<file path="src/rtl/sd_arb_pkg.sv">
// Shared types and helpers for the SD drive arbiter and its per-drive channels.
package sd_arb_pkg;

  typedef enum logic [1:0] {
    IDLE = 2'd0,
    REQ  = 2'd1,
    XFER = 2'd2
  } chan_state_t;

  localparam logic [23:0] DEFAULT_TIMEOUT_CYC = 24'd12_000_000;

  // Bit offset of a channel's LBA field inside a packed multi-drive LBA bus.
  function automatic int lba_base(input int chan, input int lba_w);
    return chan * lba_w;
  endfunction

endpackage

</file>
<file path="src/rtl/sd_drive_chan.sv">
// One drive channel: request capture, pending latches, host handshake FSM,
// REQ timeout and the stale-ack guard that keeps a leftover ack from being
// taken as the answer to a fresh request.
module sd_drive_chan
  import sd_arb_pkg::*;
#(
  parameter int          LBA_W       = 32,
  parameter logic [23:0] TIMEOUT_CYC = DEFAULT_TIMEOUT_CYC
) (
  input  logic             clk_sys,
  input  logic             reset,
  input  logic [LBA_W-1:0] sector,
  input  logic             rd_req,
  input  logic             wr_req,
  input  logic             mnt_pulse,
  input  logic             img_readonly,
  input  logic [63:0]      img_size,
  input  logic             ack,
  input  logic             grant_in,
  output logic             busy,
  output logic             done,
  output logic             err,
  output logic             mounted,
  output logic             protect,
  output logic [LBA_W-1:0] lba,
  output logic             rd,
  output logic             wr,
  output logic             req_out,
  output logic             idle_out
);

  chan_state_t      state, state_next;
  logic             rd_pend, wr_pend, rd_pend_next, wr_pend_next;
  logic [LBA_W-1:0] rd_lba_pend, wr_lba_pend;
  logic             serve_is_rd;
  logic             ack_q, ack_clean, ack_rise, ack_fall;
  logic [23:0]      cnt, cnt_inc;
  logic             start_rd, start_wr, timeout_hit, xfer_done;
  logic             rd_accept, wr_accept, reject;

  assign rd_accept = rd_req & mounted;
  assign wr_accept = wr_req & mounted & ~protect;
  assign reject    = (rd_req & ~mounted) | (wr_req & (~mounted | protect));
  assign ack_rise  = ack & ~ack_q;
  assign ack_fall  = ~ack & ack_q;
  assign cnt_inc   = cnt + 24'd1;

  assign rd       = (state == REQ) & serve_is_rd;
  assign wr       = (state == REQ) & ~serve_is_rd;
  assign idle_out = (state == IDLE);
  assign req_out  = (state == IDLE) & ack_clean & (rd_pend | wr_pend);

  // Mount state deliberately has no reset so a core reset keeps the image.
  always_ff @(posedge clk_sys) begin
    if (mnt_pulse) begin
      mounted <= |img_size;
      protect <= img_readonly;
    end
  end

  // Next-state logic: reads win over writes, ack rise beats a timeout.
  always_comb begin
    state_next  = state;
    start_rd    = 1'b0;
    start_wr    = 1'b0;
    timeout_hit = 1'b0;
    xfer_done   = 1'b0;
    case (state)
      IDLE: begin
        if (grant_in && ack_clean) begin
          if (rd_pend) begin
            start_rd   = 1'b1;
            state_next = REQ;
          end else if (wr_pend) begin
            start_wr   = 1'b1;
            state_next = REQ;
          end
        end
      end
      REQ: begin
        if (ack_rise) begin
          state_next = XFER;
        end else if ((TIMEOUT_CYC != 24'd0) && (cnt_inc == TIMEOUT_CYC)) begin
          timeout_hit = 1'b1;
          state_next  = IDLE;
        end
      end
      XFER: begin
        if (ack_fall) begin
          xfer_done  = 1'b1;
          state_next = IDLE;
        end
      end
      default: state_next = IDLE;
    endcase
  end

  // Pending flags: a new capture wins over the clear from starting a request.
  always_comb begin
    rd_pend_next = rd_pend;
    wr_pend_next = wr_pend;
    if (start_rd)  rd_pend_next = 1'b0;
    if (start_wr)  wr_pend_next = 1'b0;
    if (rd_accept) rd_pend_next = 1'b1;
    if (wr_accept) wr_pend_next = 1'b1;
  end

  // FSM state register.
  always_ff @(posedge clk_sys or posedge reset) begin
    if (reset) state <= IDLE;
    else       state <= state_next;
  end

  // Pending latches, presented LBA, timeout counter, ack tracking and pulses.
  always_ff @(posedge clk_sys or posedge reset) begin
    if (reset) begin
      rd_pend     <= 1'b0;
      wr_pend     <= 1'b0;
      rd_lba_pend <= '0;
      wr_lba_pend <= '0;
      lba         <= '0;
      serve_is_rd <= 1'b0;
      cnt         <= '0;
      ack_q       <= 1'b0;
      ack_clean   <= 1'b0;
      busy        <= 1'b0;
      done        <= 1'b0;
      err         <= 1'b0;
    end else begin
      rd_pend <= rd_pend_next;
      wr_pend <= wr_pend_next;
      if (rd_accept) rd_lba_pend <= sector;
      if (wr_accept) wr_lba_pend <= sector;
      if (start_rd) begin
        lba         <= rd_lba_pend;
        serve_is_rd <= 1'b1;
      end else if (start_wr) begin
        lba         <= wr_lba_pend;
        serve_is_rd <= 1'b0;
      end
      cnt   <= (state == REQ) ? cnt_inc : 24'd0;
      ack_q <= ack;
      if (timeout_hit) ack_clean <= 1'b0;
      else if (!ack)   ack_clean <= 1'b1;
      busy <= rd_pend_next | wr_pend_next | (state_next != IDLE);
      done <= xfer_done;
      err  <= reject | timeout_hit;
    end
  end

endmodule

</file>
<file path="src/rtl/sd_drive_arbiter.sv">
// Multi-drive front end to the host SD block interface. Each drive gets its
// own channel; when serialised, a round-robin arbiter lets only one channel
// at a time leave IDLE.
module sd_drive_arbiter
  import sd_arb_pkg::*;
#(
  parameter int          NUM_DRIVES  = 2,
  parameter int          LBA_W       = 32,
  parameter logic [23:0] TIMEOUT_CYC = DEFAULT_TIMEOUT_CYC,
  parameter bit          SERIALIZE   = 1'b1
) (
  input  logic                        clk_sys,
  input  logic                        reset,
  input  logic [NUM_DRIVES*LBA_W-1:0] drv_sector,
  input  logic [NUM_DRIVES-1:0]       drv_read,
  input  logic [NUM_DRIVES-1:0]       drv_write,
  output logic [NUM_DRIVES-1:0]       drv_busy,
  output logic [NUM_DRIVES-1:0]       drv_done,
  output logic [NUM_DRIVES-1:0]       drv_err,
  output logic [NUM_DRIVES-1:0]       drv_mounted,
  output logic [NUM_DRIVES-1:0]       drv_protect,
  input  logic [NUM_DRIVES-1:0]       img_mounted,
  input  logic                        img_readonly,
  input  logic [63:0]                 img_size,
  output logic [NUM_DRIVES*LBA_W-1:0] sd_lba,
  output logic [NUM_DRIVES-1:0]       sd_rd,
  output logic [NUM_DRIVES-1:0]       sd_wr,
  input  logic [NUM_DRIVES-1:0]       sd_ack
);

  localparam int PTR_W = (NUM_DRIVES > 1) ? $clog2(NUM_DRIVES) : 1;

  logic [NUM_DRIVES-1:0] req_vec, idle_vec, grant_vec;
  logic [PTR_W-1:0]      rr_ptr, grant_idx, cand_idx;
  logic                  grant_found;

  // Grant the first requester at or after the pointer, only while every
  // channel is idle; the token is implicitly held until the owner idles.
  always_comb begin
    grant_vec   = '0;
    grant_found = 1'b0;
    grant_idx   = '0;
    cand_idx    = '0;
    if (!SERIALIZE) begin
      grant_vec = '1;
    end else if (&idle_vec) begin
      for (int k = 0; k < NUM_DRIVES; k++) begin
        cand_idx = PTR_W'((int'(rr_ptr) + k) % NUM_DRIVES);
        if (!grant_found && req_vec[cand_idx]) begin
          grant_found = 1'b1;
          grant_idx   = cand_idx;
        end
      end
      if (grant_found) grant_vec[grant_idx] = 1'b1;
    end
  end

  // Round-robin pointer moves just past the channel that was granted.
  always_ff @(posedge clk_sys or posedge reset) begin
    if (reset) begin
      rr_ptr <= '0;
    end else if (grant_found) begin
      rr_ptr <= (grant_idx == PTR_W'(NUM_DRIVES - 1)) ? '0 : grant_idx + 1'b1;
    end
  end

  for (genvar i = 0; i < NUM_DRIVES; i++) begin : g_chan
    sd_drive_chan #(
      .LBA_W       (LBA_W),
      .TIMEOUT_CYC (TIMEOUT_CYC)
    ) u_chan (
      .clk_sys      (clk_sys),
      .reset        (reset),
      .sector       (drv_sector[lba_base(i, LBA_W) +: LBA_W]),
      .rd_req       (drv_read[i]),
      .wr_req       (drv_write[i]),
      .mnt_pulse    (img_mounted[i]),
      .img_readonly (img_readonly),
      .img_size     (img_size),
      .ack          (sd_ack[i]),
      .grant_in     (grant_vec[i]),
      .busy         (drv_busy[i]),
      .done         (drv_done[i]),
      .err          (drv_err[i]),
      .mounted      (drv_mounted[i]),
      .protect      (drv_protect[i]),
      .lba          (sd_lba[lba_base(i, LBA_W) +: LBA_W]),
      .rd           (sd_rd[i]),
      .wr           (sd_wr[i]),
      .req_out      (req_vec[i]),
      .idle_out     (idle_vec[i])
    );
  end

endmodule

</file>
<file path="config.mk">
export PLATFORM = sky130hd
export DESIGN_NAME = sd_drive_arbiter
export DESIGN_NICKNAME = d
export VERILOG_FILES = /design/src/rtl/sd_arb_pkg.sv /design/src/rtl/sd_drive_chan.sv /design/src/rtl/sd_drive_arbiter.sv
export SDC_FILE = /design/constraint.sdc
export NUM_CORES = 1
export LEC_CHECK = 0
export BUFFER_PORTS_ARGS = -buffer_cell sky130_fd_sc_hd__buf_4
export CAP_MARGIN = 20
export CELL_PAD_IN_SITES_DETAIL_PLACEMENT = 0
export CELL_PAD_IN_SITES_GLOBAL_PLACEMENT = 2
export CORE_ASPECT_RATIO = 0.5
export CORE_MARGIN = 1.5
export CORE_UTILIZATION = 37
export DETAILED_ROUTE_END_ITERATION = 7
export PLACE_DENSITY = 0.82
export SLEW_MARGIN = 15
export SYNTH_ARGS = -nofsm -noshare
export SYNTH_HDL_FRONTEND = slang
export SYNTH_SLANG_ARGS = --single-unit
export TNS_END_PERCENT = 30
</file>
<file path="constraint.sdc">
create_clock -name clk_sys -period 9.82 [get_ports clk_sys]
set_clock_uncertainty 0.2 [all_clocks]
set_input_delay 0.491 -clock clk_sys [delete_from_list [all_inputs] [get_ports clk_sys]]
set_output_delay 0.491 -clock clk_sys [all_outputs]
set_load 0.02 [all_outputs]
</file>
Word-level counts from Yosys, hierarchy flattened
Index checks and enable logic that the tools add are counted.
{"block": "word_totals", "mem_bits_rw": 0, "mem_bits_ro": 0, "latchBits": 0, "ff_bits": 265, "word_cells": 182, "mem_count": 0, "in_bits": 139}
{"block": "op_classes", "eq_ne": 8, "mux": 78, "mul": 0, "add_sub_neg": 4, "magnitude_cmp": 4, "n_shift": 0, "div": 0, "bitwise": 44, "reduce_logical": 13}
{"cell": "$mux 32", "count": 4}
{"cell": "$reduce_or 64->1", "count": 1}
{"cell": "$mux 1", "count": 55}
{"cell": "$add 24x1->24 const B", "count": 2}
{"cell": "$eq 24x24->1 const B", "count": 2}
{"cell": "$mux 24", "count": 2}
{"cell": "$mux 2", "count": 14}
{"cell": "$and 1x1->1", "count": 22}
{"cell": "$or 1x1->1", "count": 12}
{"cell": "$pmux 2 s3", "count": 2}
{"cell": "$not 1->1", "count": 10}
{"cell": "$reduce_bool 2->1", "count": 4}
{"cell": "$lt 1x2->1 const B", "count": 3}
{"cell": "$eq 2x1->1 const B", "count": 2}
{"cell": "$eq 2x2->1 const B", "count": 2}
{"cell": "$logic_and 1x1->1", "count": 4}
{"cell": "$logic_not 2->1", "count": 2}
{"cell": "$ne 2x1->1 const B", "count": 2}
{"cell": "$add 1x1->1 const B", "count": 2}
{"cell": "$reduce_and 2->1", "count": 1}
{"cell": "$demux 1 s1", "count": 1}
{"cell": "$ge 1x1->1 const B", "count": 1}
{"cell": "$logic_not 1->1", "count": 1}

Longest topological paths before layout
{"block": "logic_depth", "word_depth": 24, "mapped_depth": 9}

Hierarchy
Synthesis repeated with hierarchy kept, for this count alone.
{"block": "unflattened", "cells_unflattened": 987, "hier_area_um2": 11666.2}
{"mod": "sd_drive_chan", "seq_area_each_um2": 3313.2, "cells_per_inst": 489, "area_per_inst_um2": 5798.1, "n_inst": 2}
{"mod": "sd_drive_arbiter", "seq_area_each_um2": 25.0, "cells_per_inst": 9, "area_per_inst_um2": 70.1, "n_inst": 1}

Least setup slack after synthesis
No wires, ideal clock.
{"block": "synth_path", "kind": "flip-flop to flip-flop", "from": "register g_chan[0].u_chan.cnt[0]", "to": "register g_chan[0].u_chan.busy", "setup_slack_ps": 6782, "stages_incl_launch_ff": 9, "period_less_slack_ps": 3038, "setup_ps": 139, "arrival_ps": 2700, "path_cell_list": "dfrtp_1 > ha_1 > nand3_2 > nor3_1 > and3_2 > o2111ai_1 > or4_4 > o31a_1 > or4_1"}
{"block": "synth_between", "elab_chain_len": 7}
{"element": "start, declared", "line_no": "sd_drive_chan.sv:37", "rtl": "logic [23:0] cnt, cnt_inc;"}
{"element": "start signal, assigned", "line_no": "sd_drive_chan.sv:141", "rtl": "cnt <= (state == REQ) ? cnt_inc : 24'd0;"}
{"element": "$add 24x1->24", "line_no": "sd_drive_chan.sv:46", "rtl": "assign cnt_inc = cnt + 24'd1;"}
{"element": "$eq 24x24->1", "line_no": "sd_drive_chan.sv:83", "rtl": "end else if ((TIMEOUT_CYC != 24'd0) && (cnt_inc == TIMEOUT_CYC)) begin"}
{"element": "$mux 2", "line_no": "sd_drive_chan.sv:83"}
{"element": "$mux 2", "line_no": "sd_drive_chan.sv:81", "rtl": "if (ack_rise) begin"}
{"element": "$pmux 2 s3", "line_no": "sd_drive_chan.sv:68", "rtl": "case (state)"}
{"element": "via g_chan[0].u_chan.state_next[0]", "line_no": "sd_drive_chan.sv:32", "rtl": "chan_state_t state, state_next;"}
{"element": "$reduce_bool 2->1", "line_no": "sd_drive_chan.sv:145", "rtl": "busy <= rd_pend_next | wr_pend_next | (state_next != IDLE);"}
{"element": "$or 1x1->1", "line_no": "sd_drive_chan.sv:145"}
{"element": "end signal, assigned", "line_no": "sd_drive_chan.sv:145"}
{"element": "end, declared", "line_no": "sd_drive_chan.sv:20", "rtl": "output logic busy,"}
The timed path passes the listed nets, and every way through them passes these cells.
A chain may end at the register's enable or synchronous reset.

Worst setup path after layout
{"block": "layout_path", "from": "register g_chan[1].u_chan.rd_pend", "to": "register g_chan[0].u_chan.lba[13]"}
{"block": "layout_between", "elab_chain_len": 20, "word_cells_on_any_way": 29, "cone_classes": "order compare: 2; mux: 20; bitwise: 2; reduce/logical: 5"}
{"element": "start, declared", "line_no": "sd_drive_chan.sv:33", "rtl": "logic rd_pend, wr_pend, rd_pend_next, wr_pend_next;"}
{"element": "start signal, assigned", "line_no": "sd_drive_chan.sv:130", "rtl": "rd_pend <= rd_pend_next;"}
{"element": "$or 1x1->1 *", "line_no": "sd_drive_chan.sv:51", "rtl": "assign req_out = (state == IDLE) & ack_clean & (rd_pend | wr_pend);"}
{"element": "$and 1x1->1 *", "line_no": "sd_drive_chan.sv:51"}
{"element": "$mux 1 (implied by the code) (2 in a row)", "line_no": "sd_drive_arbiter.sv:49", "rtl": "if (!grant_found && req_vec[cand_idx]) begin"}
{"element": "$mux 1", "line_no": "sd_drive_arbiter.sv:49"}
{"element": "$mux 1", "line_no": "sd_drive_arbiter.sv:46", "rtl": "end else if (&idle_vec) begin"}
{"element": "$logic_not 1->1", "line_no": "sd_drive_arbiter.sv:49"}
{"element": "$logic_and 1x1->1", "line_no": "sd_drive_arbiter.sv:49"}
{"element": "$mux 1", "line_no": "sd_drive_arbiter.sv:49"}
{"element": "[... 3 more ...]"}
{"element": "$mux 1 (implied by the code)", "line_no": "sd_drive_arbiter.sv:54", "rtl": "if (grant_found) grant_vec[grant_idx] = 1'b1;"}
{"element": "$demux 1 s1", "line_no": "sd_drive_arbiter.sv:54"}
{"element": "$mux 2 *", "line_no": "sd_drive_arbiter.sv:54"}
{"element": "$mux 2 *", "line_no": "sd_drive_arbiter.sv:46"}
{"element": "$logic_and 1x1->1 *", "line_no": "sd_drive_chan.sv:70", "rtl": "if (grant_in && ack_clean) begin"}
{"element": "$mux 1", "line_no": "sd_drive_chan.sv:70"}
{"element": "$mux 1", "line_no": "sd_drive_chan.sv:68"}
{"element": "$mux 32 or $reduce_bool 2->1 (tied branches)"}
{"element": "end signal, assigned", "line_no": "sd_drive_chan.sv:135", "rtl": "lba <= rd_lba_pend;"}
{"element": "end signal, assigned", "line_no": "sd_drive_chan.sv:138", "rtl": "lba <= wr_lba_pend;"}
{"element": "end, declared", "line_no": "sd_drive_chan.sv:25", "rtl": "output logic [LBA_W-1:0] lba,"}
Mark *: on every way between the ends. The rest lies on a longest branch, timed or not. The select of a mux whose other input is x is not followed.

==> impl_metrics.csv <==
group,metric,value,unit
critical_path,start_kind,"flop",
clock_tree,clock_latency,0.52,ns
floorplan,chipWidth,253.6,um
critical_path,r2r_slack,6.11,ns
cells_and_area,antenna_cells,0,
yosys,synth_top_area_cell,"dfrtp_1",
clock_tree,tritoncts,"done",
route,drtIter0Drc,399,
run,cap_violations,0,
critical_path,startpoint,"g_chan[1].u_chan.rd_pend$_DFF_PP0_",
cells_and_area,layout-drive-gt1-share,0.3392,
critical_path,critical_path_arrival,3.87,ns
timing,slew_violations,0,
yosys,synth_cell_types,68,
critical_path,cp_max_fo,69,
clock_tree,cts-resized-gates,0,
floorplan,core_area,30570,um^2
global_route,grt_max_degree,113,
clock_tree,ctsLongestPathBuffers,3,
route,drtPass1Iterations,4,
global_route,grt_usage,0.1681,
clock_tree,cts_setup_buffers,0,
global_route,grt_pass1_wl,44060,um
timing,post-route-period-util,0.3773,
floorplan,rows,45,
yosys,synth_ff_type,"dfrtp_1",
yosys,synthCells,969,
route,drc,0,
yosys,avgSynthCellArea,11.99,um^2
timing,tns,0,ns
power,peakVddDrop,0.1353,mV
power,p_leak,7.096,nW
critical_path,r2r_end,"g_chan[0].u_chan.lba[13]$_DFFE_PP0P_",
timing,finalCriticalPeriod,3.706,ns
place,dpl.cell_count,1557,
clock_tree,clock_sinks,265,
route,routed_wirelength,26710,um
cells_and_area,fin_nets,1366,
route,antenna_left,0,
global_route,grt_pass1_vias,8484,
clock_tree,htreeDepth,1,
power,cellPowerDensity,238.8,nW/um^2
route,vias,8079,
critical_path,cp.required,9.99,ns
place,gp_congestion,0.7659,
status,status,"finished clean",
worst_hold_path,hold_path_class,"in -> reg",
timing,fmax,269.9,MHz
route,avgRoutedWirePerCell,16.05,um
yosys,synth-edff-count,4,
critical_path,cpPeakStageDelay,1.07,ns
critical_path,crit_type,"reg -> reg",
critical_path,timing.rr.start,"g_chan[1].u_chan.rd_pend$_DFF_PP0_",
floorplan,dieArea,32530,um^2
route,vias_per_cell,4.855,
yosys,ys_seq_area_frac,0.5727,
yosys,syn_area,11610,um^2
floorplan,die_y,128.3,um
global_route,grt_overflow,0,
critical_path,cp_slowest_cell,"dfrtp_2",
global_route,antenna_found_initial,0,
critical_path,endpoint,"g_chan[0].u_chan.lba[13]$_DFFE_PP0P_",
critical_path,cp-end-kind,"flop",
yosys,synth_top_cell_area_share,0.5623,
timing,relSlewSlack,0.2776,
cells_and_area,areaGrowthSynthToFinish,30.13,%
clock_tree,cts_inserted_buffers,25,
yosys,synth_top_cells_by_area,"dfrtp_1 (56%), mux2_2 (13%), mux2i_1 (5.5%)",
timing,grt_setup_unrepaired,"false",
timing,finalHoldViolations,0,
clock_tree,cts.clk_slew.worst_paths,0.06,ns
timing,tightest_slew,1.084,ns
critical_path,cp_cell_sequence,"o21ai_0 > o21ai_4 > buf_4 > or4b_2 > buf_4 > mux2i_1 > o21ai_0",
place,portBuffers,216,
floorplan,pin_count,217,
yosys,ys.warnings.count,0,
clock_tree,cts.root.buffer_cell,"clkbuf_16",
floorplan,initial_core_util,0.3799,
timing,hold_slack,0.01984,ns
critical_path,rr_worst_depth,7,
timing,final-setup-viol-count,0,
yosys,synthArstFlopShare,0.9849,
yosys,synth-seq-cells,265,
cells_and_area,fin_cells,1664,
yosys,syn_nets,1110,
place,place_hpwl,17900,um
## flip-flops by register name, summed over array words and instances, names as in the netlist
signal and flops:
g_chan.u_chan.protect 2, g_chan.u_chan.state 4, g_chan.u_chan.ack_q 2, g_chan.u_chan.err 2
rr_ptr 1, g_chan.u_chan.cnt 48, g_chan.u_chan.rd_lba_pend 64, g_chan.u_chan.busy 2
g_chan.u_chan.ack_clean 2, g_chan.u_chan.rd_pend 2, g_chan.u_chan.mounted 2, g_chan.u_chan.wr_lba_pend 64
g_chan.u_chan.serve_is_rd 2, g_chan.u_chan.lba 64, g_chan.u_chan.done 2, g_chan.u_chan.wr_pend 2
## how the worst min path moves through the flow
stage                                                         from                                           end  cells past startpoint
final                                               drv_sector[61]  g_chan[1].u_chan.rd_lba_pend[29]$_DFFE_PP0P_                      2
after detailed placement      g_chan[0].u_chan.lba[23]$_DFFE_PP0P_          g_chan[0].u_chan.lba[23]$_DFFE_PP0P_                      2
after global routing                                drv_sector[55]  g_chan[1].u_chan.rd_lba_pend[23]$_DFFE_PP0P_                      2
after floorplan           g_chan[0].u_chan.serve_is_rd$_DFFE_PP0P_      g_chan[0].u_chan.serve_is_rd$_DFFE_PP0P_                      2
after CTS                                           drv_sector[61]  g_chan[1].u_chan.wr_lba_pend[29]$_DFFE_PP0P_                      2
after global placement        g_chan[0].u_chan.lba[20]$_DFFE_PP0P_          g_chan[0].u_chan.lba[20]$_DFFE_PP0P_                      2
## cell usage after synthesis, types with 9 or more instances
master / number
inv_1: 9
nor3_1: 9
nor2_1: 58
nand2_1: 106
buf_4: 14
xor2_1: 30
nand4_1: 14
clkbuf_1: 37
xnor2_1: 17
o21ai_0: 76
mux2i_1: 64
and2_1: 9
nand3_1: 20
mux2_2: 129
nor4_1: 21
dfrtp_1: 261
## where the power goes
part | leakage, nW | switching [mW] | total [mW] | internal (mW)
logic | 3.40 | 0.574 | 1.05 | 0.474
registers | 3.26 | 0.176 | 1.52 | 1.35
clock network | 0.439 | 0.412 | 1.04 | 0.627
## routing by layer
metal  global-route usage  vias to the layer above  wire [um]
met4              0.03593                        0        551
met5                    0                        -          0
li1                     -                     3895          -
met1               0.2161                     4022      11800
met2               0.2977                      113      13510
met3              0.02924                       49        844
## through the flow
stage	worst slack (ns)	cell area [um^2]	power, mW	util
after floorplan	1.946	11610	2.168	-
after global placement	6.076	13570	2.565	0.4439
after detailed placement	6.029	13570	2.595	0.4439
after CTS	6.007	15090	3.673	0.4935
after global routing	5.759	15110	3.842	0.4944
final	6.114	15110	3.610	0.4944
## cells by family after synthesis
family | after synthesis | share of synthesized area
AND/OR/NAND/NOR | 289 | 0.1303
flip-flops | 265 | 0.5727
multiplexers | 194 | 0.1815
AO/OA/AOI/OAI | 104 | 0.05063
buffers and inverters | 68 | 0.02725
XOR/XNOR | 47 | 0.03544
adder cells (fa/ha/maj) | 2 | 0.002154
## final cells by class
cell class	instances	area, um^2
Fill cell	2735	15460
Clock inverter	5	100.1
Multi-Input combinational cell	636	4666
Sequential cell	265	6653
Timing Repair Buffer	288	2340
Clock buffer	38	785.8
Tap cell	423	529.3
Inverter	9	41.29
## critical path, delay by kind of cell, from the launching register on
family | cells | cell delay [ns]
AO/OA/AOI/OAI | 3 | 0.69
buffers and inverters | 2 | 1.00
flip-flops | 1 | 1.07
multiplexers | 1 | 0.25
AND/OR/NAND/NOR | 1 | 0.25
## layout by cell type, fill, tap and decap left out, drive strengths merged, types with 3 or more instances in the layout
cell type	n
and3	6
a21oi	5
nand4	19
buf	225
o21ai	78
and4	4
dlygate4sd3	63
nor2	60
dfrtp	261
xor2	30
xnor2	17
clkbuf	38
mux2i	64
or4	4
nand2b	4
bufinv	3
nand2	107
nor3b	4
edfxtp	4
mux2	130
inv	9
or2b	4
nor2b	4
o211ai	3
nand3b	4
and2	9
nor3	9
nor4	23
nand3	21
## repair_timing
item                                   4_1_cts  5_1_grt
setup endpoints to repair                    0        0
endpoints found under the hold margin      231        0
hold buffers                                63        0
Power figures use the tool's default switching activity.
